### config.mk
export PLATFORM = sky130hd
export DESIGN_NAME = spi_master_flat
export DESIGN_NICKNAME = d
export VERILOG_FILES = /design/src/rtl/spi_pkg.sv /design/src/rtl/spi_master_if.sv /design/src/rtl/spi_sclk_tick.sv /design/src/rtl/spi_master.sv /design/src/flat_wrapper.sv
export SDC_FILE = /design/constraint.sdc
export NUM_CORES = 1
export LEC_CHECK = 0
export BUFFER_PORTS_ARGS = -buffer_cell sky130_fd_sc_hd__clkbuf_2
export CAP_MARGIN = 40
export CORE_MARGIN = 1.5
export CORE_UTILIZATION = 40
export DETAILED_ROUTE_END_ITERATION = 12
export PLACE_DENSITY_LB_ADDON = 0.1
export SLEW_MARGIN = 15
export SYNTH_ARGS = -nofsm -noshare
export SYNTH_HDL_FRONTEND = slang
export SYNTH_SLANG_ARGS = --single-unit
### constraint.sdc
create_clock -name clk -period 2.8 [get_ports clk]
set_clock_uncertainty 0.2 [all_clocks]
set_input_delay 0.14 -clock clk [delete_from_list [all_inputs] [get_ports clk]]
set_output_delay 0.14 -clock clk [all_outputs]
set_load 0.1 [all_outputs]
### src/rtl/spi_pkg.sv
// Shared SPI definitions: FSM state encoding, clock mode constants, helpers.
package spi_pkg;

  // Mode 0: SCLK idles low, data sampled on the rising edge.
  localparam logic CPOL = 1'b0;
  localparam logic CPHA = 1'b0;

  typedef enum logic [2:0] {
    ST_IDLE  = 3'd0,
    ST_SETUP = 3'd1,
    ST_LOW   = 3'd2,
    ST_HIGH  = 3'd3,
    ST_HOLD  = 3'd4
  } spi_state_e;

  // Counter width that still works for a modulus of 1.
  function automatic int unsigned cnt_width(input int unsigned n);
    return (n > 1) ? $clog2(n) : 1;
  endfunction

endpackage

### src/rtl/spi_master_if.sv
// Front-end handshake between a register/bus block and the SPI master.
interface spi_master_if #(
  parameter int unsigned DATA_WIDTH = 8
) ();

  logic                  start;
  logic [DATA_WIDTH-1:0] tx_data;
  logic [DATA_WIDTH-1:0] rx_data;
  logic                  busy;
  logic                  done;

  // Requester side (register front end or bench).
  modport master (output start, tx_data, input rx_data, busy, done);
  // SPI master side.
  modport slave (input start, tx_data, output rx_data, busy, done);

endinterface

### src/rtl/spi_sclk_tick.sv
// Half-period divider: counts down from CLK_DIV-1 and ticks on terminal count.
module spi_sclk_tick
  import spi_pkg::*;
#(
  parameter int unsigned CLK_DIV = 4
) (
  input  logic clk,
  input  logic reset_n,
  input  logic clear,
  output logic tick_c
);

  localparam int unsigned           CNT_W  = cnt_width(CLK_DIV);
  localparam logic [CNT_W-1:0]      RELOAD = CNT_W'(CLK_DIV - 1);

  logic [CNT_W-1:0] cnt_q;

  // Reload on clear or terminal count, otherwise count down.
  always_ff @(posedge clk or negedge reset_n) begin
    if (!reset_n) begin
      cnt_q <= '0;
    end else if (clear || (cnt_q == '0)) begin
      cnt_q <= RELOAD;
    end else begin
      cnt_q <= cnt_q - 1'b1;
    end
  end

  // Clear masks the tick so a phase always lasts a full CLK_DIV cycles.
  assign tick_c = !clear && (cnt_q == '0);

endmodule

### src/rtl/spi_master.sv
// Single-frame SPI master, mode 0, MSB first, full duplex.
module spi_master
  import spi_pkg::*;
#(
  parameter int unsigned DATA_WIDTH = 8,
  parameter int unsigned CLK_DIV    = 4
) (
  input  logic             clk,
  input  logic             reset_n,
  spi_master_if.slave      bus,
  output logic             SCLK,
  output logic             MOSI,
  input  logic             MISO,
  output logic             CS
);

  localparam int unsigned      BC_W     = $clog2(DATA_WIDTH + 1);
  localparam logic [BC_W-1:0]  LAST_BIT = BC_W'(DATA_WIDTH - 1);
  localparam logic [BC_W-1:0]  HOLD_MID = BC_W'(DATA_WIDTH);

  spi_state_e            state_q, state_d;
  logic [DATA_WIDTH-1:0] tx_sh_q, tx_sh_d;
  logic [DATA_WIDTH-1:0] rx_sh_q, rx_sh_d;
  logic [DATA_WIDTH-1:0] rx_data_q, rx_data_d;
  logic [BC_W-1:0]       bit_cnt_q, bit_cnt_d;
  logic                  sclk_q, sclk_d;
  logic                  cs_q, cs_d;
  logic                  mosi_q, mosi_d;
  logic                  busy_q, busy_d;
  logic                  done_q, done_d;
  logic                  tick_c;

  // Divider is held in reload while idle so SETUP starts a fresh half-period.
  spi_sclk_tick #(.CLK_DIV(CLK_DIV)) u_tick (
    .clk     (clk),
    .reset_n (reset_n),
    .clear   (state_q == ST_IDLE),
    .tick_c  (tick_c)
  );

  // State and datapath registers; reset aborts any frame in progress.
  always_ff @(posedge clk or negedge reset_n) begin
    if (!reset_n) begin
      state_q   <= ST_IDLE;
      tx_sh_q   <= '0;
      rx_sh_q   <= '0;
      rx_data_q <= '0;
      bit_cnt_q <= '0;
      sclk_q    <= CPOL;
      cs_q      <= 1'b1;
      mosi_q    <= 1'b0;
      busy_q    <= 1'b0;
      done_q    <= 1'b0;
    end else begin
      state_q   <= state_d;
      tx_sh_q   <= tx_sh_d;
      rx_sh_q   <= rx_sh_d;
      rx_data_q <= rx_data_d;
      bit_cnt_q <= bit_cnt_d;
      sclk_q    <= sclk_d;
      cs_q      <= cs_d;
      mosi_q    <= mosi_d;
      busy_q    <= busy_d;
      done_q    <= done_d;
    end
  end

  // Next-state and next-output logic; every phase advances on a divider tick.
  always_comb begin
    state_d   = state_q;
    tx_sh_d   = tx_sh_q;
    rx_sh_d   = rx_sh_q;
    rx_data_d = rx_data_q;
    bit_cnt_d = bit_cnt_q;
    sclk_d    = sclk_q;
    cs_d      = cs_q;
    mosi_d    = mosi_q;
    busy_d    = busy_q;
    done_d    = 1'b0;

    case (state_q)
      ST_IDLE: begin
        if (bus.start) begin
          tx_sh_d   = bus.tx_data;
          mosi_d    = bus.tx_data[DATA_WIDTH-1];
          cs_d      = 1'b0;
          busy_d    = 1'b1;
          bit_cnt_d = '0;
          state_d   = ST_SETUP;
        end
      end

      ST_SETUP, ST_LOW: begin
        if (tick_c) begin
          sclk_d  = 1'b1;
          rx_sh_d = {rx_sh_q[DATA_WIDTH-2:0], MISO};
          state_d = ST_HIGH;
        end
      end

      ST_HIGH: begin
        if (tick_c) begin
          sclk_d = 1'b0;
          if (bit_cnt_q < LAST_BIT) begin
            tx_sh_d   = tx_sh_q << 1;
            mosi_d    = tx_sh_q[DATA_WIDTH-2];
            bit_cnt_d = bit_cnt_q + 1'b1;
            state_d   = ST_LOW;
          end else begin
            state_d = ST_HOLD;
          end
        end
      end

      // Two half-periods: trailing SCLK-low time, then CS hold before release.
      ST_HOLD: begin
        if (tick_c) begin
          if (bit_cnt_q == LAST_BIT) begin
            bit_cnt_d = HOLD_MID;
          end else begin
            cs_d      = 1'b1;
            busy_d    = 1'b0;
            done_d    = 1'b1;
            rx_data_d = rx_sh_q;
            mosi_d    = 1'b0;
            bit_cnt_d = '0;
            state_d   = ST_IDLE;
          end
        end
      end

      default: begin
        state_d = ST_IDLE;
      end
    endcase
  end

  assign SCLK        = sclk_q;
  assign CS          = cs_q;
  assign MOSI        = mosi_q;
  assign bus.busy    = busy_q;
  assign bus.done    = done_q;
  assign bus.rx_data = rx_data_q;

endmodule

### src/flat_wrapper.sv
// flat-port wrapper written by rule: the top's interface ports become plain ports
module spi_master_flat import spi_pkg::*;
#(
  parameter int unsigned DATA_WIDTH = 8,
  parameter int unsigned CLK_DIV    = 4
)
  (clk, reset_n, SCLK, MOSI, MISO, CS, bus_start, bus_tx_data, bus_rx_data, bus_busy, bus_done);
  spi_master_if #(.DATA_WIDTH(DATA_WIDTH)) bus_i ();
  input  logic clk;
  input  logic reset_n;
  output logic SCLK;
  output logic MOSI;
  input  logic MISO;
  output logic CS;
  input wire logic [$bits(bus_i.start)-1:0] bus_start;
  input wire logic [$bits(bus_i.tx_data)-1:0] bus_tx_data;
  output wire logic [$bits(bus_i.rx_data)-1:0] bus_rx_data;
  output wire logic [$bits(bus_i.busy)-1:0] bus_busy;
  output wire logic [$bits(bus_i.done)-1:0] bus_done;
  assign bus_i.start = bus_start;
  assign bus_i.tx_data = bus_tx_data;
  assign bus_rx_data = bus_i.rx_data;
  assign bus_busy = bus_i.busy;
  assign bus_done = bus_i.done;
  spi_master #(.DATA_WIDTH(DATA_WIDTH), .CLK_DIV(CLK_DIV)) u_core (.clk(clk), .reset_n(reset_n), .bus(bus_i), .SCLK(SCLK), .MOSI(MOSI), .MISO(MISO), .CS(CS));
endmodule
==> metrics.txt <==
run status=finished with violations; failing checks=negative hold slack; grt total ovfl=0; Synth Instances=141; Mapped Area=1750 sq um; Global Route Usage Sum=14.6%; GPL Wtd Cong=0.859; Critical Path RT=2.77 ns; die width=69.2 um; worst hold-check path type=input port to register; DRT antenna net count=0; Clock Latency Late Sink=0.29 ns; Initial Utilization=42.5%; number of I/O pins=25; final std cells w/o fill=222; unrepaired setup endpoints after global routing=no; period utilization=79.2%; HPWL Detailed=2360 um; site row count=23; Seq/Total Area, Yosys=53.0%; power density cells=1040 nW/um^2; final setup fails=0; R2R setup slack=0.58 ns; Final Hold Vio Count=1; largest net degree at the start of global routing=22; Post-CTS Setup Bufs=0; synthesized flop and latch total=37; CTS tree=built; Inst Count DP=211; design area=2070 sq um; Worst Path Arrival=2.19 ns; DRC viols=0; Max VDD drop=473 uV; layout cells sized above 1=43.0%; initial DRC count=81; largest family of logic cells by synthesized area=multiplexers; # diodes=0; Layout fillers=381; Critical Path Start Type=register; Synth warnings=0; CTS Sinks=37; via count=1,152; area grow syn2layout=18.2%; Least-Margin Pin Slew=0.549 ns; DR vias/cell=5.19; Synth Area per Inst=12.4 sq um; core area=4120 sq um; CTS H-tree depth=2; critical path capture point type=register; Pleak=0.000959 uW; mux cell area share after synthesis=19.8%; first-pass GRT wire length=5490 um; initial antenna violation count=0; layout net count=185; Avg WL per Cell=14.4 um; Die H=69.2 um; fin. max-slew vios=0; Detailed Routing Iterations Pass 1=4; crit path kind=register to register; Final Critical Period=2.22 ns; vias in the first global route=1,140; Longest Clk Path Bufs=2; port buffer count=24; routed wire length=3190 um; Cell variety after synth=42; Post-Synth Adder-Cell Area=1.43%; Min Hold Slack=-0.000271 ns; post-synthesis xor/xnor area fraction=1.00%; maxcap violations=0; Post-Syn Nets=155; simple-gate share of the synthesized area=10.9%; clk root buf=clkbuf_8; Placed Area=1920 sq um; Peak Freq=0.451 GHz; post-synthesis compound-gate area fraction=10.0%; largest fanout on the critical path=10; CTS buffer count=5; relative slew slack=63.6%; Reg clk slew, reported paths=0.08 ns; total negative slack=0 ns; DIE AREA=4780 sq um
==> registers in the layout, indices dropped and copies added (netlist names) <==
name                 count
u_core.bus.rx_data       8
u_core.rx_sh_q           8
u_core.tx_sh_q           7
u_core.bit_cnt_q         4
u_core.state_q           3
u_core.u_tick.cnt_q      2
u_core.CS                1
u_core.MOSI              1
u_core.SCLK              1
u_core.bus.busy          1
u_core.bus.done          1
==> final timing paths <==
| kind | to | cells after the start | start |
|---|---|---|---|
| min in group asynchronous | u_core.bit_cnt_q[0] | 2 | reset_n |
| setup reg to reg | u_core.rx_sh_q[1] | 5 | u_core.u_tick.cnt_q[0] |
| setup / recovery | u_core.rx_sh_q[1] | 5 | u_core.u_tick.cnt_q[0] |
| hold reg to reg | u_core.u_tick.cnt_q[0] | 1 | u_core.u_tick.cnt_q[0] |
| hold / removal | u_core.tx_sh_q[0] | 3 | bus_tx_data[0] |
| max in group asynchronous | u_core.CS | 3 | reset_n |
==> worst max-delay path, cell delays in order, from the launching register on <==
cell and delay [ns]:
dfrtp_1 0.38, inv_1 0.06, ha_1 0.36, nor2b_2 0.30, and2_1 0.41, mux2_2 0.39
==> per-stage QoR <==
stage | setup WS [ns] | total power (uW) | utilization (%)
after floorplan | 0.930 | 1530 | -
final | 0.584 | 2150 | 50.3
after global placement | 0.701 | 1650 | 46.0
after CTS | 0.594 | 2170 | 50.3
after detailed placement | 0.613 | 1680 | 46.6
after global routing | 0.487 | 2300 | 50.3
==> layer usage <==
layer | vias to the layer above | track usage (%) | share of wire [%]
met2 | 18 | 22.0 | 50
met5 | - | 0 | 0
met3 | 4 | 5.26 | 3.6
met4 | 0 | 5.23 | 1.2
met1 | 572 | 19.4 | 45
li1 | 558 | - | -
==> repair_timing <==
| item | in CTS | in global routing |
|---|---|---|
| resized for setup | 0 | 0 |
| hold buffers | 3 | 0 |
| endpoints found under the hold margin | 38 | 0 |
==> kinds of logic after synthesis <==
kind of cell / Yosys count
multiplexers: 31
buffers and inverters: 11
adder cells (fa/ha/maj): 2
AO/OA/AOI/OAI: 25
XOR/XNOR: 2
flip-flops: 37
AND/OR/NAND/NOR: 33
==> cell usage in the layout (no fill, tap or decap), drive strengths merged <==
cell type and n:
and2 2, or3 1, nand4 1, a31oi 1
o21ai 2, a2bb2oi 1, dlygate4sd3 3, o2bb2ai 1
clkbuf 30, a211oi 2, o22ai 2, nand3 6
a22oi 1, inv 5, nand3b 1, dfrtp 36
nor2b 2, clkinvlp 1, nand2 10, dfstp 1
mux2i 2, xor2 1, nor3 1, a21oi 10
ha 2, bufinv 1, or2 1, nor4b 1
mux2 29, nor2 7, xnor2 1, o21a 1
buf 2, o211ai 2, a2111o 1, a21boi 1
==> where the power goes <==
| group | leakage (uW) | total, uW | internal [uW] | switching, uW |
|---|---|---|---|---|
| clock | 0.0000574 | 482 | 290 | 192 |
| sequential | 0.000464 | 861 | 709 | 151 |
| combinational | 0.000438 | 810 | 356 | 454 |
| total | 0.000959 | 2150 | 1350 | 798 |
==> Yosys cell counts, drive strengths merged <==
cell      n  share of area (%)
o211ai    2               0.86
a21oi    10                3.7
a211oi    2               0.86
nor2b     2               0.86
or2       1               0.36
nand3b    1               0.43
o21a      1               0.43
o22ai     2               0.71
a22oi     1               0.43
a2111o    1               0.64
nor4b     1               0.50
o2bb2ai   1               0.50
a2bb2oi   1               0.50
mux2i     2                1.1
nand3     6                2.3
dfrtp    36                 51
xnor2     1               0.50
o21ai     2               0.57
nor2      7                2.1
ha        2                1.4
xor2      1               0.50
or3       1               0.36
dfstp     1                1.5
nand4     1               0.36
buf       5                2.6
and2      2               0.86
nor3      1               0.29
a21boi    1               0.43
inv       5                1.1
nand2    10                2.6
clkbuf    1               0.21
mux2     29                 19
a31oi     1               0.36
==> cell type report <==
class | count | area, sq um | area share (%)
Sequential cell | 37 | 927 | 44.8
Tap cell | 50 | 62.6 | 3.02
Clock buffer | 6 | 82.6 | 3.99
Timing Repair Buffer | 29 | 185 | 8.95
Inverter | 5 | 18.8 | 0.907
Clock inverter | 2 | 37.5 | 1.81
Multi-Input combinational cell | 93 | 756 | 36.5
No activity file was read; power rests on OpenSTA's default activity.
